## src/rtl/latch_bank_snapshot.sv

```systemverilog
// Multi-channel enable-captured storage bank with optional transparent outputs,
// per-channel change tracking and an atomic valid/ready snapshot port.
module latch_bank_snapshot #(
    parameter int                 WIDTH       = 8,
    parameter int                 CHANNELS    = 4,
    parameter bit                 TRANSPARENT = 1'b1,
    parameter logic [WIDTH-1:0]   RESET_VAL   = {WIDTH{1'b0}}
) (
    input  logic                         clk,
    input  logic                         rst_n,
    input  logic [CHANNELS-1:0]          en,
    input  logic [CHANNELS*WIDTH-1:0]    d,
    output logic [CHANNELS*WIDTH-1:0]    q,
    output logic [CHANNELS-1:0]          dirty,
    input  logic                         snap_req,
    output logic                         snap_valid,
    input  logic                         snap_ready,
    output logic [CHANNELS*WIDTH-1:0]    snap_data,
    output logic [CHANNELS-1:0]          snap_dirty,
    output logic                         snap_drop
);

    typedef enum logic {
        IDLE = 1'b0,
        HOLD = 1'b1
    } state_t;

    state_t                       state_r;
    logic [CHANNELS*WIDTH-1:0]    q_r;
    logic [CHANNELS-1:0]          dirty_r;
    logic                         snap_valid_r;
    logic [CHANNELS*WIDTH-1:0]    snap_data_r;
    logic [CHANNELS-1:0]          snap_dirty_r;
    logic                         snap_drop_r;
    logic [CHANNELS-1:0]          set_s;
    logic                         take_s;
    logic [CHANNELS*WIDTH-1:0]    q_s;

    // Change detection per channel and snapshot acceptance condition.
    always_comb begin
        set_s = {CHANNELS{1'b0}};
        for (int c = 0; c < CHANNELS; c++) begin
            if (en[c] && (d[c*WIDTH +: WIDTH] != q_r[c*WIDTH +: WIDTH])) begin
                set_s[c] = 1'b1;
            end else begin
                set_s[c] = 1'b0;
            end
        end
        take_s = snap_req && (!snap_valid_r || snap_ready);
    end

    // Channel storage: each channel captures its input while enabled.
    always_ff @(posedge clk or negedge rst_n) begin
        if (!rst_n) begin
            q_r <= {CHANNELS{RESET_VAL}};
        end else begin
            for (int c = 0; c < CHANNELS; c++) begin
                if (en[c]) begin
                    q_r[c*WIDTH +: WIDTH] <= d[c*WIDTH +: WIDTH];
                end
            end
        end
    end

    // Dirty tracking; a snapshot keeps only writes landing on the same edge.
    always_ff @(posedge clk or negedge rst_n) begin
        if (!rst_n) begin
            dirty_r <= {CHANNELS{1'b0}};
        end else if (take_s) begin
            dirty_r <= set_s;
        end else begin
            dirty_r <= dirty_r | set_s;
        end
    end

    // Snapshot handshake FSM with registered valid, payload and drop pulse.
    always_ff @(posedge clk or negedge rst_n) begin
        if (!rst_n) begin
            state_r      <= IDLE;
            snap_valid_r <= 1'b0;
            snap_data_r  <= {CHANNELS{RESET_VAL}};
            snap_dirty_r <= {CHANNELS{1'b0}};
            snap_drop_r  <= 1'b0;
        end else begin
            snap_drop_r <= snap_req && snap_valid_r && !snap_ready;
            case (state_r)
                IDLE: begin
                    if (take_s) begin
                        state_r      <= HOLD;
                        snap_valid_r <= 1'b1;
                        snap_data_r  <= q_r;
                        snap_dirty_r <= dirty_r;
                    end else begin
                        state_r      <= IDLE;
                        snap_valid_r <= 1'b0;
                    end
                end
                HOLD: begin
                    if (take_s) begin
                        state_r      <= HOLD;
                        snap_valid_r <= 1'b1;
                        snap_data_r  <= q_r;
                        snap_dirty_r <= dirty_r;
                    end else if (snap_ready) begin
                        state_r      <= IDLE;
                        snap_valid_r <= 1'b0;
                    end else begin
                        state_r      <= HOLD;
                        snap_valid_r <= 1'b1;
                    end
                end
                default: begin
                    state_r      <= IDLE;
                    snap_valid_r <= 1'b0;
                end
            endcase
        end
    end

    // Output path: flop plus mux gives pass-through without a latch.
    generate
        if (TRANSPARENT) begin : g_transparent
            always_comb begin
                q_s = q_r;
                for (int c = 0; c < CHANNELS; c++) begin
                    if (en[c]) begin
                        q_s[c*WIDTH +: WIDTH] = d[c*WIDTH +: WIDTH];
                    end else begin
                        q_s[c*WIDTH +: WIDTH] = q_r[c*WIDTH +: WIDTH];
                    end
                end
            end
        end else begin : g_registered
            assign q_s = q_r;
        end
    endgenerate

    assign q          = q_s;
    assign dirty      = dirty_r;
    assign snap_valid = snap_valid_r;
    assign snap_data  = snap_data_r;
    assign snap_dirty = snap_dirty_r;
    assign snap_drop  = snap_drop_r;

endmodule

```

## config.mk

```make
export PLATFORM = sky130hd
export DESIGN_NAME = latch_bank_snapshot
export DESIGN_NICKNAME = d
export VERILOG_FILES = /design/src/rtl/latch_bank_snapshot.sv
export SDC_FILE = /design/constraint.sdc
export NUM_CORES = 1
export LEC_CHECK = 0
export BUFFER_PORTS_ARGS = -buffer_cell sky130_fd_sc_hd__buf_2
export CAP_MARGIN = 20
export CELL_PAD_IN_SITES_DETAIL_PLACEMENT = 1
export CELL_PAD_IN_SITES_GLOBAL_PLACEMENT = 2
export CORE_MARGIN = 1
export CORE_UTILIZATION = 35
export DETAILED_ROUTE_END_ITERATION = 10
export GPL_TIMING_DRIVEN = 0
export PLACE_DENSITY = 0.85
export SYNTH_ARGS = -nofsm -noshare
export SYNTH_HDL_FRONTEND = slang
export SYNTH_SLANG_ARGS = --single-unit
```

## constraint.sdc

```tcl
create_clock -name clk -period 1.7 [get_ports clk]
set_input_delay 0.17 -clock clk [delete_from_list [all_inputs] [get_ports clk]]
set_output_delay 0.17 -clock clk [all_outputs]
set_load 0.05 [all_outputs]
```

==> impl_metrics.tcl, run 1 <==
set metrics [dict create \
    outcome "finished clean" \
    post_cts_buffers 0 \
    syn_avg_cell_area_sq_um 15.0 \
    ir_drop_mv 0.536 \
    drt_iter0_markers 17 \
    grt_pass1_wl_mm 10.9 \
    cts_buffers 9 \
    maxCapViolations 0 \
    die_area_sq_um 9240 \
    clk_transition_reported_paths_ns 0.08 \
    die_x_microns 96.1 \
    coreArea_sq_um 8380 \
    p_leak_nw 1.84 \
    cp.required_ns 1.53 \
    cp.arrival_ns 1.26 \
    p_per_area_nw_per_um2 1350 \
    dp_hpwl_mm 5.20 \
    stdcell_area_sq_um 4040 \
    grt-ovfl-total 0 \
    hold_ws_ns 0.0674 \
    crit_start "q_r[12]" \
    period_minus_slack_ns 1.43 \
    clock_latency_ns 0.34 \
    port_buffers 109 \
    pin_count 114 \
    die_y_microns 96.1 \
    nNetsFinal 369 \
    rr_endpoint "snap_data[3]" \
    drv_slew 0 \
    layout_common_cells "buf_2, dfrtp_1, mux2_2" \
    skew_ns 0.00766 \
    dr.pass1.iters 4 \
    clockBufferDepth 2 \
    area_delta_synth_final_pct 30.4 \
    syn_area_sq_um 3100 \
    endpoint_kind "output port" \
    via_per_inst 4.75 \
    critPathLaunchType "register" \
    timing.rr.start "snap_valid" \
    fmax_mhz 698 \
    ys_ff_latch 74 \
    final.period_utilization 0.843 \
    cts_max_level 3 \
    rows 33 \
    wl_mm 6.83 \
    yosysTopAreaCell "dfrtp_1" \
    synth_nets 247 \
    relSlewSlack 0.707 \
    grt_pass1_vias 2219 \
    crit_end "q[12]" \
    cp_max_fo 3 \
    tightest_slew_ns 0.439 \
    r2r_cells 4 \
    yosys_warnings 0 \
    hp-class "in2reg" \
    finalHoldViolations 0 \
    start_util 0.370 \
    gp_congestion 0.675 \
    wl_per_cell_microns 15.6 \
    synth.area.top_cells "dfrtp_1, mux2_2, xnor2_1" \
    drc_errors 0 \
    track_usage 0.159 \
    synth_cells 207 \
    worst-setup-path-type "reg2out" \
    postRouteAntennaNets 0 \
    cts.sinks 74 \
    layout-drive-gt1-share 0.611 \
    synth_top_area_share 0.597 \
    ys_types 12 \
    mostFrequentLayoutCell "buf_2" \
    antenna_found_initial 0 \
    vias 2084 \
    yosysSeqAreaShare 0.597 \
    fin_ws_ns 0.268 \
    root_buffer "clkbuf_8" \
    setup_violations 0 \
    place_area_sq_um 3810 \
    rsz0062_at_grt "no" \
    pre_cts_slack_ns 0.500 \
    grt_max_degree 45 \
    diodes 0 \
    cts_tree "yes" \
    r2r_slack_ns 0.50 \
]
## how the worst min path moves through the flow
stage / start / to / slack [ns] / cells past startpoint
2_1_floorplan: rst_n / dirty[0] / -0.13 / 0
3_3_place_gp: snap_req / snap_valid / 0.42 / 3
3_5_place_dp: rst_n / snap_data[3] / 0.14 / 1
4_1_cts: snap_req / snap_valid / 0.05 / 3
5_1_grt: d[20] / q_r[20] / 0.07 / 2
6_report: snap_req / snap_valid / 0.07 / 3
## report_power, final
part	internal [mW]	total [mW]	switching [mW]	leakage, nW
clock network	0.868	1.52	0.655	0.109
registers	2.01	2.16	0.153	0.857
logic	0.512	1.76	1.25	0.878
## worst max-delay path: stages, from the launching register on
cell,delay (ns)
dfrtp_1,0.41
mux2_2,0.29
buf_2,0.22
## through the flow
| stage | power [mW] | TNS, ns | std cells | utilization |
|---|---|---|---|---|
| global placement | 3.93 | -2.80 | 421 | 0.451 |
| detailed placement | 3.98 | 0 | 422 | 0.454 |
| finish | 5.45 | 0 | 439 | 0.482 |
| global route | 5.71 | 0 | 439 | 0.482 |
| CTS | 5.54 | 0 | 439 | 0.482 |
| floorplan | 3.51 | 0 | 207 | - |
## per-layer routing
layer,share of wire,GRT usage
met1,0.40,0.185
met4,0.014,0.0634
met5,0,0
met3,0.075,0.0624
met2,0.51,0.262
## kinds of logic after synthesis
group	synth area share
simple gates	0.0363
mux	0.247
compound gates	0.00646
buf+inv	0.0222
flops	0.597
xor+xnor	0.0904
## state kept, by name (all words and copies together) (netlist names)
signal / flops
q_r: 32
snap_valid: 1
snap_data: 32
snap_dirty: 4
snap_drop: 1
dirty: 4
## area by class of cell
cell class	instances	area, sq um
buffer	8	65.1
timing repair buffer	111	586
tap	105	131
fill	901	4340
sequential	74	1850
inverter	1	3.75
multi-input combinational	124	1180
clock inverter	6	88.8
clock buffer	10	138
## Yosys cell counts
cell type  instances
dfrtp_1           74
mux2_2            68
xnor2_1           32
nand2_1            9
nand4_1            8
buf_2              4
buf_6              4
o21ai_0            4
inv_1              1
nand2_4            1
nand2b_4           1
nor2_1             1
## repair_timing
item                       4_1_cts  5_1_grt
hold buffers                     1        0
gates resized for setup          0        0
setup endpoints to repair        0        0
hold endpoints to repair        30        0
Power figures use the tool's default switching activity.
==> run 2, diff against run 1 <==
--- a/config.mk
+++ b/config.mk
@@ -10,10 +10,10 @@
 export CELL_PAD_IN_SITES_DETAIL_PLACEMENT = 1
 export CELL_PAD_IN_SITES_GLOBAL_PLACEMENT = 2
 export CORE_MARGIN = 1
-export CORE_UTILIZATION = 35
+export CORE_UTILIZATION = 32
 export DETAILED_ROUTE_END_ITERATION = 10
 export GPL_TIMING_DRIVEN = 0
-export PLACE_DENSITY = 0.85
+export PLACE_DENSITY = 0.79
 export SYNTH_ARGS = -nofsm -noshare
 export SYNTH_HDL_FRONTEND = slang
 export SYNTH_SLANG_ARGS = --single-unit
==> constraint.sdc (replaced) <==
create_clock -name clk -period 1.5 [get_ports clk]
set_input_delay 0.15 -clock clk [delete_from_list [all_inputs] [get_ports clk]]
set_output_delay 0.15 -clock clk [all_outputs]
set_load 0.05 [all_outputs]
==> impl_metrics.tcl, run 2 (same netlist as run 1, synthesis figures left out) <==
set metrics [dict create \
    cts_resized 0 \
    skew_ns 0.0120 \
    internal_power_mw 3.84 \
    vias 2070 \
    path_cells "mux2_2 -> buf_2" \
    clk_transition_reported_paths_ns 0.08 \
    nNetsFinal 369 \
    p_sw_mw 2.33 \
    r2r_slack_ns 0.30 \
    crit_path_top_delay_cell "dfrtp_1" \
    period_minus_slack_ns 1.41 \
    ir_drop_mv 0.560 \
    die_x_microns 100 \
    finalHoldViolations 0 \
    grt_max_degree 68 \
    track_usage 0.145 \
    place_area_sq_um 3840 \
    die_area_sq_um 10100 \
    drc_errors 0 \
    setup_violations 0 \
    diodes 0 \
    endpoint_kind "output port" \
    worst-setup-path-type "reg2out" \
    area_delta_synth_final_pct 31.2 \
    layout-drive-gt1-share 0.608 \
    crit_end "q[4]" \
    seqPwrFrac 0.397 \
    min-delay-start "snap_req" \
    rr_endpoint "snap_data[25]" \
    relSlewSlack 0.767 \
    root_buffer "clkbuf_8" \
    power_frac_comb 0.322 \
    wl_mm 6.77 \
    tightest_slew_ns 0.350 \
    coreArea_sq_um 9330 \
    crit_start "q_r[4]" \
    layout_common_cells "buf_2, dfrtp_1, mux2_2" \
    r2r_cells 4 \
    wl_per_cell_microns 14.6 \
    rows 35 \
    crit_path_max_incr_delay_ns 0.41 \
    cts_max_level 3 \
    drt_iter0_markers 25 \
    cp.required_ns 1.35 \
    pre_cts_slack_ns 0.287 \
    die_y_microns 100 \
    pin_count 114 \
    hp-class "in2reg" \
    postRouteAntennaNets 0 \
    maxCapViolations 0 \
    cts_buffers 9 \
    grt-ovfl-total 0 \
    critPathLaunchType "register" \
    cp.arrival_ns 1.26 \
    clockBufferDepth 2 \
    cp_max_fo 3 \
    cts.sinks 74 \
    via_per_inst 4.47 \
    swShare 0.378 \
    dr.pass1.iters 3 \
    rsz0062_at_grt "no" \
    grt_pass1_vias 2201 \
    grt_pass1_wl_mm 11.0 \
    clock_latency_ns 0.35 \
    port_buffers 109 \
    stdcell_area_sq_um 4070 \
    p_per_area_nw_per_um2 1520 \
    drv_slew 0 \
    start_util 0.332 \
    mostFrequentLayoutCell "buf_2" \
    p_leak_nw 1.84 \
    tns_ns 0 \
    cts_tree "yes" \
    pwr-share-clk 0.281 \
    antenna_found_initial 0 \
    gp_congestion 0.717 \
    fin_ws_ns 0.0873 \
    post_cts_buffers 0 \
    dp_hpwl_mm 4.90 \
    outcome "finished clean" \
    fmax_mhz 708 \
    final.period_utilization 0.942 \
    timing.rr.start "snap_valid" \
]
[run 2: cell count changes in the layout (fill, tap and decap cells not counted)]
cell        delta
clkinvlp_4     -1
clkbuf_1       +1
inv_6          -1
clkinv_2       +1
[run 2: how the worst min path moves through the flow]
stage,end,slack [ns],cells after the start
global route,snap_valid,0.05,3
CTS,snap_valid,0.05,3
finish,snap_valid,0.06,3
detailed placement,q_r[4],-0.01,1
global placement,snap_valid,0.40,3
floorplan,dirty[0],-0.15,0
[run 2: cell type report]
type                    count  area (sq um)
fillers                  1025          5260
flip-flops and latches     74          1850
multi-input cells         124          1180
repair buffers            111           586
well taps                 129           161
clock buffers              11           141
clock inverters             5          77.6
plain buffers               8          65.1
inverters                   1          3.75
[run 2: power groups by stage]
stage | Combinational [mW] | Sequential [mW] | Clock (mW)
after floorplan | 0.806 | 3.18 | 0
after global placement | 1.98 | 2.48 | 0
after detailed placement | 2.01 | 2.49 | 0
after CTS | 2.02 | 2.45 | 1.78
after global routing | 2.10 | 2.49 | 1.88
final | 1.99 | 2.45 | 1.73
[run 2: per-layer routing]
metal	global-route usage	wire length [microns]	vias up
met5	0	0	-
met4	0.0468	94	0
met3	0.0557	429	9
met2	0.227	3250	65
met1	0.185	2990	1031
li1	-	-	965
[run 2: through the flow]
stage | util | instances | total power [mW] | hold slack, ns
5_1_grt | 0.436 | 463 | 6.46 | 0.0475
2_1_floorplan | - | 207 | 3.98 | -0.146
3_3_place_gp | 0.408 | 445 | 4.46 | 0.396
4_1_cts | 0.436 | 463 | 6.25 | 0.0511
6_report | 0.436 | 463 | 6.17 | 0.0616
3_5_place_dp | 0.411 | 446 | 4.50 | -0.00987
[run 2: critical path: cells and delay by family, from the launching register on]
family	cells	cell delay, ns
DFF	1	0.41
muxes	1	0.28
buffers and inverters	1	0.21
[run 2: what timing repair did]
action | 4_1_cts | 5_1_grt
hold endpoints to repair | 74 | 0
setup endpoints to repair | 0 | 0
hold buffers | 1 | 0
